`src/rtl/int_vec_accum.sv`:
```
// Signed multiply-accumulate front end: one operand pair per cycle, summed over a
// fixed-length (or in_last-terminated) vector, emitted as a saturated 32-bit result.
module int_vec_accum #(
  parameter int IN_W    = 16,
  parameter int VEC_LEN = 16,
  parameter int CNT_W   = 8,
  parameter int GRD_W   = 40
) (
  input  logic             clk,
  input  logic             rst_n,
  input  logic             in_valid,
  output logic             in_ready,
  input  logic [IN_W-1:0]  in_a,
  input  logic [IN_W-1:0]  in_b,
  input  logic             in_last,
  output logic             out_valid,
  input  logic             out_ready,
  output logic [31:0]      out_data,
  output logic             out_sat,
  output logic [CNT_W-1:0] term_cnt
);

  localparam int P_W = 2 * IN_W;
  localparam logic [CNT_W-1:0] LAST_CNT = CNT_W'(VEC_LEN - 1);

  logic                    stall;
  logic                    xfer;
  logic                    acc_en;
  logic                    close;
  logic                    pos_ovf;
  logic                    neg_ovf;
  logic signed [P_W-1:0]   prod;
  logic                    p_last;
  logic                    p_valid;
  logic signed [GRD_W-1:0] acc;
  logic signed [GRD_W-1:0] sum;

  // The whole pipeline freezes only while a finished result is waiting downstream.
  assign stall    = out_valid & ~out_ready;
  assign in_ready = ~stall;
  assign xfer     = in_valid & in_ready;
  assign acc_en   = p_valid & ~stall;

  assign sum   = acc + {{(GRD_W - P_W){prod[P_W-1]}}, prod};
  assign close = p_last | (term_cnt == LAST_CNT);

  // The sum fits in 32 bits only when bits GRD_W-1 down to 31 are all equal.
  assign pos_ovf = ~sum[GRD_W-1] & (|sum[GRD_W-2:31]);
  assign neg_ovf =  sum[GRD_W-1] & ~(&sum[GRD_W-2:31]);

  // NOTE: all state is updated with non-blocking assignments so every flop samples
  // pre-edge values, regardless of the order the always_ff blocks are evaluated.
  always_ff @(posedge clk or negedge rst_n) begin
    if (!rst_n) begin
      prod    <= '0;
      p_last  <= 1'b0;
      p_valid <= 1'b0;
    end else if (xfer) begin
      prod    <= $signed(in_a) * $signed(in_b);
      p_last  <= in_last;
      p_valid <= 1'b1;
    end else if (!stall) begin
      p_valid <= 1'b0;
    end
  end

  always_ff @(posedge clk or negedge rst_n) begin
    if (!rst_n) begin
      acc       <= '0;
      term_cnt  <= '0;
      out_valid <= 1'b0;
      out_data  <= '0;
      out_sat   <= 1'b0;
    end else begin
      if (acc_en) begin
        if (close) begin
          acc      <= '0;
          term_cnt <= '0;
        end else begin
          acc      <= sum;
          term_cnt <= term_cnt + 1'b1;
        end
      end

      // A close in the same cycle as a consume replaces the result back-to-back.
      if (acc_en && close) begin
        out_valid <= 1'b1;
        out_sat   <= pos_ovf | neg_ovf;
        if (pos_ovf)      out_data <= 32'h7FFF_FFFF;
        else if (neg_ovf) out_data <= 32'h8000_0000;
        else              out_data <= sum[31:0];
      end else if (out_ready) begin
        out_valid <= 1'b0;
      end
    end
  end

endmodule
```
`config.mk`:
```
export PLATFORM = sky130hd
export DESIGN_NAME = int_vec_accum
export DESIGN_NICKNAME = d
export VERILOG_FILES = /design/src/rtl/int_vec_accum.sv
export SDC_FILE = /design/constraint.sdc
export NUM_CORES = 1
export LEC_CHECK = 0
export ABC_CLOCK_PERIOD_IN_PS = 10730
export BUFFER_PORTS_ARGS = -buffer_cell sky130_fd_sc_hd__buf_2
export CAP_MARGIN = 20
export CORE_MARGIN = 3
export CORE_UTILIZATION = 55
export DETAILED_ROUTE_END_ITERATION = 6
export HOLD_SLACK_MARGIN = 0.12
export PLACE_DENSITY = 0.71
export SKIP_LAST_GASP = 1
export SLEW_MARGIN = 20
export SYNTH_ARGS = -nofsm -noshare
export SYNTH_HDL_FRONTEND = slang
export SYNTH_SLANG_ARGS = --single-unit
```
`constraint.sdc`:
```
create_clock -name clk -period 10.73 [get_ports clk]
set_clock_uncertainty 0.2 [all_clocks]
set_input_delay 2.146 -clock clk [delete_from_list [all_inputs] [get_ports clk]]
set_output_delay 2.146 -clock clk [all_outputs]
set_load 0.005 [all_outputs]
```
==> summary.md, run 1 <==
| Metric | Value |
|---|---|
| EDFF count, synth | `0` |
| Post-synth top area share | `31.81%` |
| RSZ-0062 raised after global routing | `no` |
| Synthesized instance count | `1815` |
| CTS Sinks | `116` |
| Dominant cell type by area after synthesis | `fa_1` |
| Max_cap viols | `0` |
| Initial antenna violation count | `0` |
| Required time of the critical path | `10.78 ns` |
| Mapped Area | `0.01655 mm2` |
| Cells along the critical path | `buf_2 > and2_1 > fa_1 > inv_1 > fa_1 > fa_1 > inv_1 > fa_1 > fa_1 > inv_1 > fa_1 > inv_1 > ha_1 > and2_1 > or4_1 > o2111ai_1 > a311oi_1 > o31ai_1 > o21ai_0 > a21o_1 > a21oi_1 > xnor2_1 > o21ai_0` |
| FF+latch count, synth | `~120` |
| CP Capture Type | `register` |
| Hold-fix buffers, CTS | `0` |
| Routing usage on met1 | `35.38%` |
| Slowest cell delay on critical path | `0.53 ns` |
| Vias in the first global route | `between 10k and 15k` |
| Final worst path period need | `between 8 and 9 ns` |
| DIE WIDTH | `179.5 um` |
| Largest net degree at the start of global routing | `77` |
| Final routed DRC violation total | `0` |
| Setup CP Type | `in2reg` |
| Total congestion overflow | `0` |
| Slew HR | `31.39%` |
| GRT busiest layer | `met2` |
| Most common flop cell mapped by yosys | `dfrtp_1` |
| Ys Warns | `0` |
| Clock-pin slew on the worst setup and hold paths | `~0.060 ns` |
| Clock Latency Late Sink | `about 0.41 ns` |
| Most frequent cells in the layout | `inv_1 (318), fa_1 (263), nand2_1 (239), and2_1 (124), ha_1 (122)` |
| Max clock buf depth | `2` |
| Syn Area/Cell | `9.120 um2` |
| FF-to-FF setup slack | `~5.9 ns` |
| HPWL after DPL | `30550 um` |
| # IOs | `80` |
| CP Launch Type | `primary input` |
| Async S/R FF share, synth | `between 90% and 100%` |
| Count of different cell masters after synthesis | `69` |
| Register area | `slightly below 0.003 mm2` |
| Family with the most delay on the worst path | `adder cells` |
| Fin. Hold Viols | `0` |
| Antenna Nets Post-Route | `0` |
| Global-route wire length before repair | `approximately 65000 um` |
| Vias per cell | `around 5.5` |
| Slowest CP cell | `fa_1` |
| Worst Max-Slew Pin Slew | `1.026 ns` |
| CP most frequent cell | `fa_1` |
| Row count | `62` |
| Port-buffer cells | `79` |
| Diode count | `0` |
| CP arrival | `8.47 ns` |
| Most common cell after layout, fill and taps aside | `inv_1` |
| GP Congestion | `between 0.9 and 1` |
| Area contributors post-synth | `fa_1 (32%), dfrtp_1 (18%), ha_1 (9.2%)` |
| Total CTS buffers | `17` |
| Initial cell density of the core | `56.75%` |
| Initial DRC Count | `671` |
| Hold Path Class | `reg2reg` |
| Nets | `2276` |
| Fill cell count | `2529` |
| Chip Height | `roughly 180 um` |
| Share of cells above drive strength 1 | `8.623%` |
| Worst-path maximum fanout | `16` |
| Footprint of the multi-input gates | `~0.012 mm2` |
| Net Count, Synth | `between 2k and 2.5k` |
| DRT Wirelength | `37990 um` |
| Buf/Inv on CP | `5` |
| Global Route met3 Usage | `approximately 3.4%` |
| Post CTS Setup Buffer Count | `0` |
| CTS tree | `done` |
| Wirelength per Cell | `approximately 17 um` |
| Final Slew Violations | `0` |
| Final period util | `78.43%` |
| Total negative slack | `0 ns` |
| Die Area | `0.03221 mm2` |
| Achievable Freq | `118.8 MHz` |
| Cts repair resizes | `0` |
| Setup-failing EPs final | `0` |
| GRT Total Usage | `24.27%` |
| Layout area overhead | `7.619%` |
| Outcome | `complete, no violations` |
| Vias | `between 10k and 15k` |
| Sequential area share after synthesis | `17.54%` |
| Core area | `0.02917 mm2` |
| Met2 Track Usage GR | `38.96%` |
| Clock H-tree levels | `4` |
| Drt first pass iters | `5` |
| Root Buffer | `clkbuf_16` |
[tightest hold or removal path, delay by kind of cell (launching register included)]
kind               cells  cell delay [ns]
and+or+nand+nor        1             0.05
DFF                    1             0.34
AOI/OAI and AO/OA      1             0.06
[state kept, by name (all words and copies together), names as in the netlist]
register / count
prod: 32
p_last: 1
p_valid: 1
out_data: 32
acc: 40
out_sat: 1
term_cnt: 8
out_valid: 1
[synth_stat cells, types with 11 or more instances]
| cell | n |
|---|---|
| a22o_1 | 22 |
| o21ai_0 | 93 |
| clkbuf_1 | 55 |
| and2_1 | 124 |
| inv_1 | 318 |
| nor3_1 | 20 |
| nor2_1 | 85 |
| nand3_1 | 17 |
| a21oi_1 | 70 |
| ha_1 | 122 |
| a211oi_2 | 13 |
| nand2_1 | 240 |
| a21o_1 | 29 |
| fa_1 | 263 |
| xor2_1 | 22 |
| dfrtp_1 | 116 |
| nand2b_1 | 11 |
| xnor2_1 | 46 |
[per-layer routing]
layer	routed length, um	part of all wire, %
met4	445	1.2
met5	0	0
met1	17970	47
met2	17430	46
met3	2141	5.6
[layout make-up]
class                      count  share of cell area, %
clock buffer                  19                  2.486
clock inverter                13                 0.9692
inverter                     318                  6.700
multi-input combinational   1315                  68.32
sequential                   116                  16.29
tap                          384                  2.697
timing repair buffer          86                  2.528
[through the flow]
step / std cells / setup slack, ns / hold slack (ns) / util, % / area (um2)
4_1_cts: 2251 / 2.276 / 0.2900 / 61.08 / 17810
6_report: 2251 / 2.315 / 0.2841 / 61.08 / 17810
3_5_place_dp: 2219 / 1.834 / 0.2773 / 58.97 / 17200
2_1_floorplan: 1815 / 2.473 / 0.2526 / - / 16550
5_1_grt: 2251 / 2.012 / 0.3101 / 61.08 / 17810
3_3_place_gp: 2219 / 1.978 / 0.2615 / 58.97 / 17200
[kinds of logic after synthesis]
family,synth area share (%)
simple gates,15.25
fa+ha+maj,41.03
buf+inv,9.032
compound gates,13.09
flops,17.54
xor+xnor,3.598
mux,0.4686
[path summary, 6_finish.rpt]
kind	start	to	cells past startpoint
min in group asynchronous	rst_n	out_data[0]$_DFFE_PN0P_	1
hold reg to reg	prod[20]$_DFFE_PN0P_	prod[20]$_DFFE_PN0P_	2
setup reg to reg	prod[0]$_DFFE_PN0P_	out_data[3]$_DFFE_PN0P_	13
setup / recovery	in_a[8]	prod[31]$_DFFE_PN0P_	23
max in group asynchronous	rst_n	acc[26]$_DFFE_PN0P_	2
hold / removal	prod[20]$_DFFE_PN0P_	prod[20]$_DFFE_PN0P_	2
Power of run 1 is not shown: default switching activity piles up to over one toggle a cycle in this logic, so the estimate is an artifact.
==> run 2: changes to the inputs <==
ABC_CLOCK_PERIOD_IN_PS = 8000   (was 10730)
clock period = 8 ns   (was 10.73 ns; I/O delays follow)
==> run 2 against run 1 <==
Non-clock buffer count is 25 higher. Worst hold slack worse by 0.0076 ns. Critical endpoint unchanged. Worst setup slack worse by 1.9 ns. Global-route usage is 0.14 points higher.
==> summary.md, run 2 (synthesis results as in run 1) <==
| Metric | Value |
|---|---|
| Wirelength per Cell | `about 17 um` |
| Final routed DRC violation total | `0` |
| Total congestion overflow | `0` |
| Layout area overhead | `8.813%` |
| Hold Path Cell Cnt | `2` |
| Row count | `slightly above 60` |
| Slew HR | `32.50%` |
| Initial antenna violation count | `0` |
| DRT Wirelength | `38230 um` |
| RR Startpoint | `prod[0]$_DFFE_PN0P_` |
| Outcome | `complete, no violations` |
| Regs by FF count | `acc (40), out_data (32), prod (32)` |
| Antenna Nets Post-Route | `0` |
| Vias per cell | `5.500` |
| CP arrival | `7.61 ns` |
| WHS Endpoint | `out_data[31]$_DFFE_PN0P_` |
| DIE WIDTH | `179.5 um` |
| Largest register FFs | `40` |
| Most common cell after layout, fill and taps aside | `inv_1` |
| Final Cell Area | `0.01801 mm2` |
| Share of cells above drive strength 1 | `about a tenth` |
| Global-route wire length before repair | `65780 um` |
| Setup-failing EPs final | `0` |
| Vias in the first global route | `13.17k` |
| Port-buffer cells | `a little under 80` |
| Hold Slack | `roughly 0.28 ns` |
| Achievable Freq | `132.3 MHz` |
| Setup CP Type | `in2reg` |
| Vias | `12.52k` |
| Post CTS Setup Buffer Count | `0` |
| Placement Cell Area | `approximately 0.017 mm2` |
| Cts repair resizes | `0` |
| Total negative slack | `0 ns` |
| Footprint of the multi-input gates | `0.01217 mm2` |
| Hold-fix buffers, CTS | `0` |
| Diode count | `0` |
| Total CTS buffers | `17` |
| Initial cell density of the core | `a little under three fifths` |
| Top reg by flops | `acc` |
| Die Area | `0.03221 mm2` |
| RSZ-0062 raised after global routing | `no` |
| Core area | `0.02917 mm2` |
| Fin cells | `~2.3k` |
| Nets | `~2.3k` |
| CP Launch Type | `primary input` |
| Largest net degree at the start of global routing | `62` |
| CTS tree | `done` |
| CTS Sinks | `around 120` |
| Placed cell count | `2244` |
| HP Start | `out_data[31]$_DFFE_PN0P_` |
| Most frequent cells in the layout | `inv_1 (318), fa_1 (263), nand2_1 (239), and2_1 (124), ha_1 (122)` |
| Worst-path maximum fanout | `10` |
| FF-to-FF setup slack | `3.17 ns` |
| CP Capture Type | `register` |
| Worst reg2reg endpoint | `out_data[4]$_DFFE_PN0P_` |
| Clock H-tree levels | `4` |
| # IOs | `80` |
| Fill cell count | `roughly 2.5k` |
| Register area | `~0.0029 mm2` |
| Required time of the critical path | `8.06 ns` |
| Chip Height | `179.5 um` |
| Final period util | `94.49%` |
| Max clock buf depth | `2` |
| GRT Total Usage | `24.40%` |
| Max_cap viols | `0` |
| R2R cell count | `13` |
| Final Slew Violations | `0` |
| Fin. Hold Viols | `0` |
| Final worst path period need | `7.559 ns` |
| Worst Max-Slew Pin Slew | `1.009 ns` |
| Clock Latency Late Sink | `between 0.4 and 0.5 ns` |
| Drt first pass iters | `6` |
| HPWL after DPL | `31040 um` |
| Hold Path Class | `reg2reg` |
| Initial DRC Count | `588` |
| Root Buffer | `clkbuf_16` |
| Clock-pin slew on the worst setup and hold paths | `0.05 ns` |
| GP Congestion | `0.9295` |
run 2: changes by cell type in the layout (fill, tap and decap cells not counted), sizes merged:
cell,delta
clkinv,+1
inv,-1
buf,+25
run 2: through the flow:
| stage | worst slack, ns | utilization (%) |
|---|---|---|
| final | 0.4406 | 61.75 |
| after global routing | 0.1405 | 61.75 |
| after CTS | 0.4545 | 61.75 |
| after detailed placement | 0.005547 | 59.61 |
| after global placement | 0.05624 | 59.61 |
| after floorplan | 0.2895 | - |
run 2: final cells by class:
class | instances | share of cell area (%)
multi-input combinational | 1315 | 67.57
sequential | 116 | 16.12
inverter | 318 | 6.627
timing repair buffer | 111 | 3.543
tap | 384 | 2.667
clock buffer | 19 | 2.515
clock inverter | 13 | 0.9586
run 2: per-layer routing:
metal / up-vias / wire length (um) / global-route usage [%]
li1: 5890 / - / -
met1: 6167 / 18070 / 35.76
met2: 398 / 17260 / 38.73
met3: 63 / 2053 / 2.971
met4: 0 / 842 / 6.869
met5: - / 0 / 0
run 2: worst max path at each step:
stage / startpoint / endpoint / slack [ns] / cells after the start
after floorplan: in_a[11] / prod[31]$_DFFE_PN0P_ / 0.29 / 22
after global placement: in_a[8] / prod[31]$_DFFE_PN0P_ / 0.06 / 23
after detailed placement: in_a[8] / prod[31]$_DFFE_PN0P_ / 0.006 / 23
after CTS: in_b[1] / prod[31]$_DFFE_PN0P_ / 0.45 / 22
after global routing: in_a[11] / prod[28]$_DFFE_PN0P_ / 0.14 / 23
final: in_b[1] / prod[31]$_DFFE_PN0P_ / 0.44 / 22
run 2: critical path: stages:
cell	delay [ns]
buf_2	0.21
nand2_1	0.11
fa_1	0.52
fa_1	0.54
inv_1	0.05
fa_1	0.52
inv_1	0.07
fa_1	0.54
inv_1	0.05
fa_1	0.49
fa_1	0.42
ha_1	0.24
and2_1	0.18
or4_1	0.44
o2111ai_1	0.32
a311oi_1	0.22
o31ai_1	0.36
o21ai_0	0.18
a21o_1	0.19
a21oi_1	0.16
xnor2_1	0.12
o21ai_0	0.08
Power of run 2 is left out for the same reason.
